## src/rtl/debug_pkg.sv

```systemverilog
// Shared protocol constants and state encodings for the UART debug loader.
package debug_pkg;

  localparam logic [7:0] SyncByte = 8'hA5;
  localparam logic [7:0] CmdLoad  = 8'h01;
  localparam logic [7:0] CmdRun   = 8'h02;
  localparam logic [7:0] CmdClear = 8'h03;

  localparam int DMemBase = 4096;

  typedef enum logic [2:0] {IDLE, CMD, A0, A1, L0, L1, DATA} loader_state_t;
  typedef enum logic [1:0] {RX_IDLE, RX_START, RX_DATA, RX_STOP} rx_state_t;

endpackage

```

## src/rtl/uart_rx.sv

```systemverilog
// 8N1 UART receiver: synchronizes rx_i, samples mid-bit, and emits one-cycle
// valid or framing-error pulses.
module uart_rx
  import debug_pkg::*;
#(
  parameter int ClksPerBit = 868
) (
  input  logic       clk,
  input  logic       reset,
  input  logic       rx_i,
  output logic [7:0] data_o,
  output logic       valid_o,
  output logic       frame_err_o
);

  localparam int CntW = $clog2(ClksPerBit);
  localparam logic [CntW-1:0] HalfM1 = CntW'(ClksPerBit / 2 - 1);
  localparam logic [CntW-1:0] FullM1 = CntW'(ClksPerBit - 1);

  logic            rx_meta_q, rx_sync_q, rx_prev_q;
  rx_state_t       state_q, state_d;
  logic [CntW-1:0] cnt_q, cnt_d;
  logic [2:0]      bit_q, bit_d;
  logic [7:0]      shift_q, shift_d;
  logic [7:0]      data_q, data_d;
  logic            valid_q, valid_d;
  logic            ferr_q, ferr_d;

  // Two-flop synchronizer plus one delayed copy for falling-edge detection.
  always_ff @(posedge clk) begin
    if (!reset) begin
      rx_meta_q <= 1'b1;
      rx_sync_q <= 1'b1;
      rx_prev_q <= 1'b1;
    end else begin
      rx_meta_q <= rx_i;
      rx_sync_q <= rx_meta_q;
      rx_prev_q <= rx_sync_q;
    end
  end

  // Receiver state and output registers.
  always_ff @(posedge clk) begin
    if (!reset) begin
      state_q <= RX_IDLE;
      cnt_q   <= '0;
      bit_q   <= 3'd0;
      shift_q <= 8'h00;
      data_q  <= 8'h00;
      valid_q <= 1'b0;
      ferr_q  <= 1'b0;
    end else begin
      state_q <= state_d;
      cnt_q   <= cnt_d;
      bit_q   <= bit_d;
      shift_q <= shift_d;
      data_q  <= data_d;
      valid_q <= valid_d;
      ferr_q  <= ferr_d;
    end
  end

  // Bit timing and framing; a start bit that is high again at mid-bit is a glitch.
  always_comb begin
    state_d = state_q;
    cnt_d   = cnt_q;
    bit_d   = bit_q;
    shift_d = shift_q;
    data_d  = data_q;
    valid_d = 1'b0;
    ferr_d  = 1'b0;
    case (state_q)
      RX_IDLE: begin
        cnt_d = '0;
        if (rx_prev_q && !rx_sync_q) begin
          state_d = RX_START;
        end else begin
          state_d = RX_IDLE;
        end
      end
      RX_START: begin
        if (cnt_q == HalfM1) begin
          cnt_d = '0;
          bit_d = 3'd0;
          if (!rx_sync_q) begin
            state_d = RX_DATA;
          end else begin
            state_d = RX_IDLE;
          end
        end else begin
          cnt_d = cnt_q + CntW'(1);
        end
      end
      RX_DATA: begin
        if (cnt_q == FullM1) begin
          cnt_d   = '0;
          shift_d = {rx_sync_q, shift_q[7:1]};
          if (bit_q == 3'd7) begin
            state_d = RX_STOP;
          end else begin
            bit_d = bit_q + 3'd1;
          end
        end else begin
          cnt_d = cnt_q + CntW'(1);
        end
      end
      RX_STOP: begin
        if (cnt_q == FullM1) begin
          cnt_d   = '0;
          state_d = RX_IDLE;
          if (rx_sync_q) begin
            valid_d = 1'b1;
            data_d  = shift_q;
          end else begin
            ferr_d = 1'b1;
          end
        end else begin
          cnt_d = cnt_q + CntW'(1);
        end
      end
      default: begin
        state_d = RX_IDLE;
      end
    endcase
  end

  assign data_o      = data_q;
  assign valid_o     = valid_q;
  assign frame_err_o = ferr_q;

endmodule

```

## src/rtl/debug_loader.sv

```systemverilog
// UART program loader: decodes sync/cmd frames into byte-write strobes for the
// core's debug memory port and holds the core in reset while a session is open.
module debug_loader
  import debug_pkg::*;
#(
  parameter int ClksPerBit    = 868,
  parameter int AddrWidth     = 13,
  parameter int TimeoutCycles = 1_000_000
) (
  input  logic                 clk,
  input  logic                 reset,
  input  logic                 rx_i,
  output logic                 debug_o,
  output logic [AddrWidth-1:0] debug_addr_o,
  output logic [7:0]           debug_data_o,
  output logic                 debug_imem_o,
  output logic                 debug_full_reset_o,
  output logic                 core_hold_o,
  output logic                 err_o
);

  localparam int TmoW = $clog2(TimeoutCycles + 1);

  logic [7:0] rx_data_s;
  logic       rx_valid_s;
  logic       rx_ferr_s;
  logic       timeout_s;

  loader_state_t        state_q, state_d;
  logic [AddrWidth-1:0] waddr_q, waddr_d;
  logic [7:0]           addr_lo_q, addr_lo_d;
  logic [15:0]          cnt_q, cnt_d;
  logic [TmoW-1:0]      tmo_q, tmo_d;
  logic                 debug_q, debug_d;
  logic [AddrWidth-1:0] daddr_q, daddr_d;
  logic [7:0]           ddata_q, ddata_d;
  logic                 dimem_q, dimem_d;
  logic                 fr_q, fr_d;
  logic                 hold_q, hold_d;
  logic                 err_q, err_d;

  uart_rx #(.ClksPerBit(ClksPerBit)) u_rx (
    .clk        (clk),
    .reset      (reset),
    .rx_i       (rx_i),
    .data_o     (rx_data_s),
    .valid_o    (rx_valid_s),
    .frame_err_o(rx_ferr_s)
  );

  // Loader state, write pointer, timeout counter and registered outputs.
  always_ff @(posedge clk) begin
    if (!reset) begin
      state_q   <= IDLE;
      waddr_q   <= '0;
      addr_lo_q <= 8'h00;
      cnt_q     <= 16'h0000;
      tmo_q     <= '0;
      debug_q   <= 1'b0;
      daddr_q   <= '0;
      ddata_q   <= 8'h00;
      dimem_q   <= 1'b0;
      fr_q      <= 1'b0;
      hold_q    <= 1'b1;
      err_q     <= 1'b0;
    end else begin
      state_q   <= state_d;
      waddr_q   <= waddr_d;
      addr_lo_q <= addr_lo_d;
      cnt_q     <= cnt_d;
      tmo_q     <= tmo_d;
      debug_q   <= debug_d;
      daddr_q   <= daddr_d;
      ddata_q   <= ddata_d;
      dimem_q   <= dimem_d;
      fr_q      <= fr_d;
      hold_q    <= hold_d;
      err_q     <= err_d;
    end
  end

  // A byte arriving in the same cycle as expiry wins over the timeout.
  assign timeout_s = (state_q != IDLE) && (tmo_q == TmoW'(TimeoutCycles - 1)) && !rx_valid_s;

  // Protocol decode, write strobe generation and timeout handling.
  always_comb begin
    state_d   = state_q;
    waddr_d   = waddr_q;
    addr_lo_d = addr_lo_q;
    cnt_d     = cnt_q;
    daddr_d   = daddr_q;
    ddata_d   = ddata_q;
    dimem_d   = dimem_q;
    hold_d    = hold_q;
    debug_d   = 1'b0;
    fr_d      = 1'b0;
    err_d     = err_q | rx_ferr_s;

    if (state_q == IDLE || rx_valid_s) begin
      tmo_d = '0;
    end else begin
      tmo_d = tmo_q + TmoW'(1);
    end

    if (timeout_s) begin
      state_d = IDLE;
      err_d   = 1'b1;
    end else if (rx_valid_s) begin
      case (state_q)
        IDLE: begin
          if (rx_data_s == SyncByte) begin
            err_d   = 1'b0;
            state_d = CMD;
          end else begin
            state_d = IDLE;
          end
        end
        CMD: begin
          case (rx_data_s)
            CmdLoad: begin
              hold_d  = 1'b1;
              state_d = A0;
            end
            CmdRun: begin
              hold_d  = 1'b0;
              state_d = IDLE;
            end
            CmdClear: begin
              fr_d    = 1'b1;
              hold_d  = 1'b1;
              state_d = IDLE;
            end
            default: begin
              err_d   = 1'b1;
              state_d = IDLE;
            end
          endcase
        end
        A0: begin
          addr_lo_d = rx_data_s;
          state_d   = A1;
        end
        A1: begin
          waddr_d = AddrWidth'({rx_data_s, addr_lo_q});
          state_d = L0;
        end
        L0: begin
          cnt_d   = {8'h00, rx_data_s};
          state_d = L1;
        end
        L1: begin
          cnt_d = {rx_data_s, cnt_q[7:0]};
          if ({rx_data_s, cnt_q[7:0]} == 16'h0000) begin
            state_d = IDLE;
          end else begin
            state_d = DATA;
          end
        end
        DATA: begin
          debug_d = 1'b1;
          daddr_d = waddr_q;
          ddata_d = rx_data_s;
          dimem_d = (32'(waddr_q) < 32'(DMemBase));
          waddr_d = waddr_q + AddrWidth'(1);
          cnt_d   = cnt_q - 16'd1;
          if (cnt_q == 16'd1) begin
            state_d = IDLE;
          end else begin
            state_d = DATA;
          end
        end
        default: begin
          state_d = IDLE;
        end
      endcase
    end else begin
      state_d = state_q;
    end
  end

  assign debug_o            = debug_q;
  assign debug_addr_o       = daddr_q;
  assign debug_data_o       = ddata_q;
  assign debug_imem_o       = dimem_q;
  assign debug_full_reset_o = fr_q;
  assign core_hold_o        = hold_q;
  assign err_o              = err_q;

endmodule
```

## config.mk

```make
export PLATFORM = sky130hd
export DESIGN_NAME = debug_loader
export DESIGN_NICKNAME = d
export VERILOG_FILES = /design/src/rtl/debug_pkg.sv /design/src/rtl/uart_rx.sv /design/src/rtl/debug_loader.sv
export SDC_FILE = /design/constraint.sdc
export NUM_CORES = 1
export LEC_CHECK = 0
export CORE_UTILIZATION = 53
export CTS_CLUSTER_SIZE = 24
export DETAILED_ROUTE_END_ITERATION = 16
export GPL_ROUTABILITY_DRIVEN = 0
export MAX_ROUTING_LAYER = met4
export PLACE_DENSITY = 0.68
export SLEW_MARGIN = 15
export SYNTH_ARGS = -nofsm -noshare
export SYNTH_HDL_FRONTEND = slang
export SYNTH_SLANG_ARGS = --single-unit
export TNS_END_PERCENT = 1
```

## constraint.sdc

```tcl
create_clock -name clk -period 2.45 [get_ports clk]
set_input_delay 0.49 -clock clk [delete_from_list [all_inputs] [get_ports clk]]
set_output_delay 0.49 -clock clk [all_outputs]
set_load 0.02 [all_outputs]
```

# Yosys cells after proc, flatten, opt, wreduce, memory -nomap -nowiden
# Cells that the tools add are included.
totals:
  ff_bits: 122
  output_inout_bits: 26
  wordCells: 122
  in_bits: 3
op_classes:
  n_lt_le_gt_ge: 1
  reduce_logical: 33
  muxes: 31
  eq_ne: 23
  add_sub_neg: 5
  n_bitwise: 6
ops:
  columns: ["cell", "n"]
  rows:
  - ["case mux 16 bit (3 select lines)", 1]
  - ["case mux 10 bit (3 select lines)", 1]
  - ["case mux 13 bit (2 select lines)", 1]
  - ["case mux 3 bit (7 select lines)", 1]
  - ["adder 20 x 1 -> 20 bit (second input constant)", 1]
  - ["== test 20 bit (second input constant)", 1]
  - ["two-way mux 10 bit", 2]
  - ["AND reduction 3 bit", 6]
  - ["== test 16 x 1 -> 1 bit (second input constant)", 1]
  - ["== test 8 x 2 -> 1 bit (second input constant)", 2]
  - ["logical NOT 16 bit", 1]
  - ["AND reduction 4 bit", 4]
  - ["subtractor 16 x 1 -> 16 bit (second input constant)", 1]
  - ["two-way mux 3 bit", 5]
  - ["adder 13 x 1 -> 13 bit (second input constant)", 1]
  - ["< comparator 13 bit (second input constant)", 1]
  - ["== test 3 bit (second input constant)", 4]
  - ["two-way mux 2 bit", 6]
  - ["adder 10 x 1 -> 10 bit (second input constant)", 1]
  - ["== test 10 bit (second input constant)", 1]
  - ["== test 10 x 9 -> 1 bit (second input constant)", 1]
  - ["two-way mux 1 bit", 10]
  - ["== test 8 x 1 -> 1 bit (second input constant)", 1]
  - ["== test 8 bit (second input constant)", 1]
  - ["other kinds (23)", 44]

# Longest topological paths before layout
# Gate-level depths: netlist (run 1).
depth:
  ltp_word: 6
  ltp_mapped: 7

# Modules after synthesis
# Synthesis (run 1) repeated with hierarchy kept, for this count alone.
unflattened:
  cells_unflattened: 677
  hier_area_um2: 5683.0
modules_own_cells:
  columns: ["module", "cells_per_inst", "instances", "area_per_inst_um2"]
  rows:
  - ["debug_loader", 523, 1, 4179.0]
  - ["uart_rx", 154, 1, 1503.9]

# Worst setup path before layout (run 1)
# OpenSTA, ideal clock, no wires.
synth_path:
  path_type: "register -> register"
  from: "reg cnt_q[4]"
  to: "reg cnt_q[13]"
  t_required_ns: 2.376
  path_buffers: 1
  setup_ns: 0.074
  setup_slack_ns: 0.273
  period_less_slack_ns: 2.177
  path_stages_with_launch: 6
  arrival_ns: 2.103
  cell_sequence: "dfxtp_1 -> or4_1 -> buf_2 -> or4_4 -> or4_1 -> a31oi_1"
synth_between:
  elab_chain_cells: 2
synth_rtl:
  columns: ["item", "line_no", "text"]
  rows:
  - ["start: declaration", "debug_loader.sv:32", "logic [15:0] cnt_q, cnt_d;"]
  - ["start signal: assignment", "debug_loader.sv:70", "cnt_q <= cnt_d;"]
  - ["subtractor 16 x 1 -> 16 bit", "debug_loader.sv:165", "cnt_d = cnt_q - 16'd1;"]
  - ["case mux 16 bit (3 select lines)", "debug_loader.sv:109", "case (state_q)"]
# Every way passes these cells.
# A chain may end at the register's enable or synchronous reset.

# Worst setup path in the final report (run 1)
layout_path:
  from: "reg tmo_q[10]"
  to: "reg state_q[2]"
layout_between:
  elab_chain_cells: 4
layout_rtl:
  columns: ["item", "line_no", "text"]
  rows:
  - ["start: declaration", "debug_loader.sv:33", "logic [TmoW-1:0] tmo_q, tmo_d;"]
  - ["start signal: assignment", "debug_loader.sv:71", "tmo_q <= tmo_d;"]
  - ["== test 20 bit", "debug_loader.sv:83", "assign timeout_s = (state_q != IDLE) && (tmo_q == TmoW'(TimeoutCycles - 1)) && !rx_valid_s;"]
  - ["logical AND 1 bit (2 in series)", "debug_loader.sv:83", null]
  - ["OR reduction 2 bit (no line)", null, null]
  - ["end signal: assignment", "debug_loader.sv:67", "state_q <= state_d;"]
  - ["end: declaration", "debug_loader.sv:29", "loader_state_t state_q, state_d;"]
# Every way passes these cells.

==> reports/results.ini, run 1 <==
[outcome]
status=completed

[die]
dieArea_mm2=0.0113
coreArea_mm2=0.0105
fp-row-count=37
io_pins=29
die_y_um=106
start_util=0.552
die_width_um=106

[yosys]
synth_top_area_frac=0.423
synth_area_leader_cell=dfxtp_1
synth_seq_cells=122
synth_top_flop_cell=dfxtp_1
syn_area_mm2=0.00577
synth.top_cells.by_area=dfxtp_1 42%, nand2_1 5.3%, a21oi_1 4.7%
post_synth_inst_count=695
synth_common_cells=122 x dfxtp_1, 82 x nand2_1, 71 x nor2_1
synth.avg_cell_area_um2=8.31
post-synth-top-count-cell=dfxtp_1
ys_seq_area_frac=0.423
synth_fp_nets=706
synth_warnings=0
synth-edff-count=0
synth_cell_type_count=61
async_reset_ff_frac=0

[timing]
rsz0062_at_grt=no
slew_headroom=0.481
period_share=0.887
layout_min_cycle_time_ns=2.17
tns_ns=0
timing.fmax_mhz=460
worstMarginPinSlew_ns=0.768
drv_slew=0
timing.final.hold_violations=0
setup_viol=0
final.setup_skew_ns=0.00860

[route]
drc=0
antenna_left=0
drtPass1Iterations=5
vias=5290
drtIter0Drc=358
routed_wl_um=14500
vias_per_cell=6.09
routedWlPerCell_um=16.7

[worst_setup_path]
crit_fanout=5
startpoint_type=register
crit_cells=4
crit_arrival_ns=2.57
worstSetupPathType=register to register
ff2ff_path_depth=4
slowest_stage=or4b_2
cp_cell_sequence=or4b_2, or4_1, o41ai_2, a211oi_1
endpoint_kind=register
worst-path-buf-inv=0
crit_required_ns=2.85
cpLargestDelayFamily=simple AND/OR/NAND/NOR gates
cpPeakStageDelay_ns=0.66
reg2reg_slack_ns=0.28

[cts]
cts_max_level=4
clk_pin_slew_ns=0.06
cts_sinks=122
ctsHoldBuffers=0
numCtsBuffers=17
clk_latency_ns=0.54
root_buffer=clkbuf_8
cts_tree=yes
cts_setup_buffers=0
ctsLongestPathBuffers=2
cts.repair.resized=0

[grt]
gr-usage-all-layers=0.278
grt_pass1_wl_um=24000
grt_pass1_vias=4871
grt_max_degree=69
grt_overflow=0
antenna_found_initial=0

[place]
dp_cells=837
dpl.hpwl_um=9430
port_buffers=28

[worst_hold_path]
hold_path_depth=1
min_path_type=register to register

[power_and_ir_drop]
p_leak_nw=2.30
power_density_mw_per_mm2=662
ir_drop_mv=0.643

[finish]
final_nets=731
fill_cells=889
antenna-diode-count=0
drive_above_1_share=0.0969
area_growth_pct=18.7
fin_cells=869

[run]
maxCapViolations=0

## final timing paths
path / from / endpoint
setup / recovery: tmo_q[10] / state_q[2]
hold / removal: u_rx.rx_meta_q / u_rx.rx_sync_q
setup reg to reg: tmo_q[10] / state_q[2]
hold reg to reg: u_rx.rx_meta_q / u_rx.rx_sync_q
## worst reg2reg max path: cells and delay by family, from the launching register on
family,cells,cell delay [ns]
AO/OA/AOI/OAI,2,0.43
flip-flops,1,0.35
AND/OR/NAND/NOR,2,1.26
## sequential cells by signal, summed over array words and instances, names as in the netlist, 3 cells and up, named ones only
| register | cells |
|---|---|
| tmo_q | 20 |
| debug_addr_o | 13 |
| u_rx.shift_q | 8 |
| waddr_q | 13 |
| state_q | 3 |
| debug_data_o | 8 |
| u_rx.data_o | 8 |
| addr_lo_q | 8 |
| u_rx.cnt_q | 10 |
| cnt_q | 16 |
| u_rx.bit_q | 3 |
## per-stage QoR
stage               worst slack, ns  power [mW]  area [um^2]  hold WS, ns   util
floorplan                     0.273        2.06         5770        0.386      -
global placement              0.225        2.08         6250        0.398  0.597
detailed placement            0.158        2.08         6250        0.426  0.597
CTS                           0.142        4.55         6840        0.444  0.654
global route                  0.147        4.66         6850        0.452  0.655
finish                        0.278        4.53         6850        0.437  0.655
## cells in the final DEF, fill, tap and decap left out, types with 13 or more instances in the layout
cell type,instances
a21oi_1,54
buf_4,25
clkbuf_16,16
clkdlybuf4s50_1,28
dfxtp_1,122
inv_1,14
mux2i_1,26
nand2_1,82
nand3_1,22
nand4_1,16
nor2_1,71
nor3_1,17
nor4_1,13
o21ai_0,33
## cell type report
class	count	area (um^2)	area share
flip-flops and latches	122	2440	0.357
multi-input cells	510	3100	0.452
inverters	15	56.3	0.00822
clock buffers	21	449	0.0656
repair buffers	54	488	0.0712
well taps	136	170	0.0248
clock inverters	11	145	0.0212
## per-layer routing
metal / part of all wire / vias up / track usage
met3: 0.066 / 38 / 0.0791
met1: 0.45 / 2518 / 0.347
met5: 0 / - / -
li1: - / 2568 / -
met4: 0.026 / 0 / 0.112
met2: 0.45 / 166 / 0.425
## where the power goes
part / total, mW / internal, mW / switching, mW
logic: 0.0497 / 0.0160 / 0.0337
clock network: 2.49 / 1.60 / 0.892
registers: 1.99 / 1.99 / 0.00409
total: 4.53 / 3.60 / 0.930
## kinds of logic after synthesis
| logic type | Yosys count | synth area share |
|---|---|---|
| adders and majority gates | 8 | 0.0173 |
| muxes | 26 | 0.0451 |
| buffers and inverters | 63 | 0.0414 |
| xor gates and xnor gates | 22 | 0.0334 |
| DFF | 122 | 0.423 |
| AOI/OAI and AO/OA | 154 | 0.167 |
| and+or+nand+nor | 300 | 0.272 |
Power figures use the tool's default switching activity.
==> inputs of run 2 (changes only) <==
Settings changed: PLACE_DENSITY 0.68 to 0.75.
==> reports/results.ini, run 2 (synthesis gave the netlist of run 1 again) <==
[finish]
area_growth_pct=17.3
largest_register=tmo_q
reg.largest.list=tmo_q x20, cnt_q x16
final_common_cell=dfxtp_1
fin_cells=867
layout_common_cells=122 x dfxtp_1, 82 x nand2_1, 71 x nor2_1, 54 x a21oi_1, 33 x o21ai_0
final_area_mm2=0.00677
drive_above_1_share=0.0917
final_nets=730
antenna-diode-count=0
largest_reg_flops=20
finalCoreUtilization=0.647

[power_and_ir_drop]
power_mw=4.30
p_int_mw=3.42
ir_drop_mv=0.651
p_seq_frac=0.464
power_frac_clock=0.525
p_leak_nw=2.27
power_switching_mw=0.881
power_density_mw_per_mm2=634
swShare=0.205
p_comb_frac=0.011

[grt]
grt_max_degree=26
antenna_found_initial=0
grt_pass1_wl_um=23700
grt_pass1_vias=4934
gr-usage-all-layers=0.270
grt_overflow=0

[route]
drtIter0Drc=328
drc=0
antenna_left=0
routed_wl_um=13900
drtPass1Iterations=5
routedWlPerCell_um=16.1
vias=5341
vias_per_cell=6.16

[timing]
drv_slew=0
final.setup_skew_ns=0.0197
period_share=0.896
timing.final.hold_violations=0
timing.fmax_mhz=455
slew_headroom=0.371
layout_min_cycle_time_ns=2.20
worstMarginPinSlew_ns=0.944
hold_ws_ns=0.425
tns_ns=0
setup_viol=0
setup_ws_ns=0.254
rsz0062_at_grt=no

[cts]
ctsHoldBuffers=0
cts_setup_buffers=0
clk_latency_ns=0.54
cts_tree=yes
cts_max_level=4
clk_pin_slew_ns=0.05
root_buffer=clkbuf_8
ctsLongestPathBuffers=2
numCtsBuffers=17
cts_sinks=122

[place]
dpl.hpwl_um=9210
place_area_mm2=0.00623
port_buffers=28
dp_slack_ns=0.125
dp_cells=836

[worst_setup_path]
crit_fanout=10
worstSetupPathType=register to register
startpoint_type=register
crit_required_ns=2.84
reg2reg_slack_ns=0.25
endpoint_kind=register
crit_arrival_ns=2.58

[die]
io_pins=29
fp-row-count=37
start_util=0.552
die_width_um=106
dieArea_mm2=0.0113
die_y_um=106
coreArea_mm2=0.0105

[run]
maxCapViolations=0

[outcome]
status=completed

[worst_hold_path]
min_path_type=register to register

-- run 2: cell types whose count changed in the layout (fill, tap and decap cells not counted), sizes merged --
cell	change
buf	-1
clkinv	-2
clkbuf	+3
bufinv	-2
-- run 2: critical path: stages (launching register included) --
cell and delay (ns):
dfxtp_1 0.39, ha_1 0.16, nor4bb_1 0.59, a31oi_1 0.18, o21ai_1 0.58, nor2_1 0.14
-- run 2: power groups by stage --
stage | clock network [mW] | logic [mW] | registers [mW]
global route | 2.38 | 0.0529 | 1.99
global placement | 0 | 0.0463 | 2.03
CTS | 2.29 | 0.0475 | 1.99
floorplan | 0 | 0.0311 | 2.03
finish | 2.26 | 0.0483 | 1.99
detailed placement | 0 | 0.0475 | 2.03
-- run 2: final timing paths --
check,from,to,depth (start not counted)
max,u_rx.cnt_q[0],u_rx.cnt_q[5],5
min,u_rx.rx_meta_q,u_rx.rx_sync_q,1
max reg2reg,u_rx.cnt_q[0],u_rx.cnt_q[5],5
min reg2reg,u_rx.rx_meta_q,u_rx.rx_sync_q,1
-- run 2: cell type report --
type / count / area [um^2]
Clock buffer: 24 / 470
Tap cell: 136 / 170
Fill cell: 881 / 3690
Timing Repair Buffer: 53 / 468
Clock inverter: 7 / 67.6
Inverter: 15 / 56.3
Sequential cell: 122 / 2440
Multi-Input combinational cell: 510 / 3100
-- run 2: timing repair --
item,CTS,global route
hold endpoints to repair,0,0
endpoints found under the setup margin,0,3
gates resized for setup,0,1
-- run 2: per-layer routing --
layer	GRT usage	up-vias	share of wire
met5	-	-	0
met4	0.134	0	0.025
met3	0.0595	36	0.061
met2	0.403	222	0.45
met1	0.346	2512	0.46
li1	-	2571	-
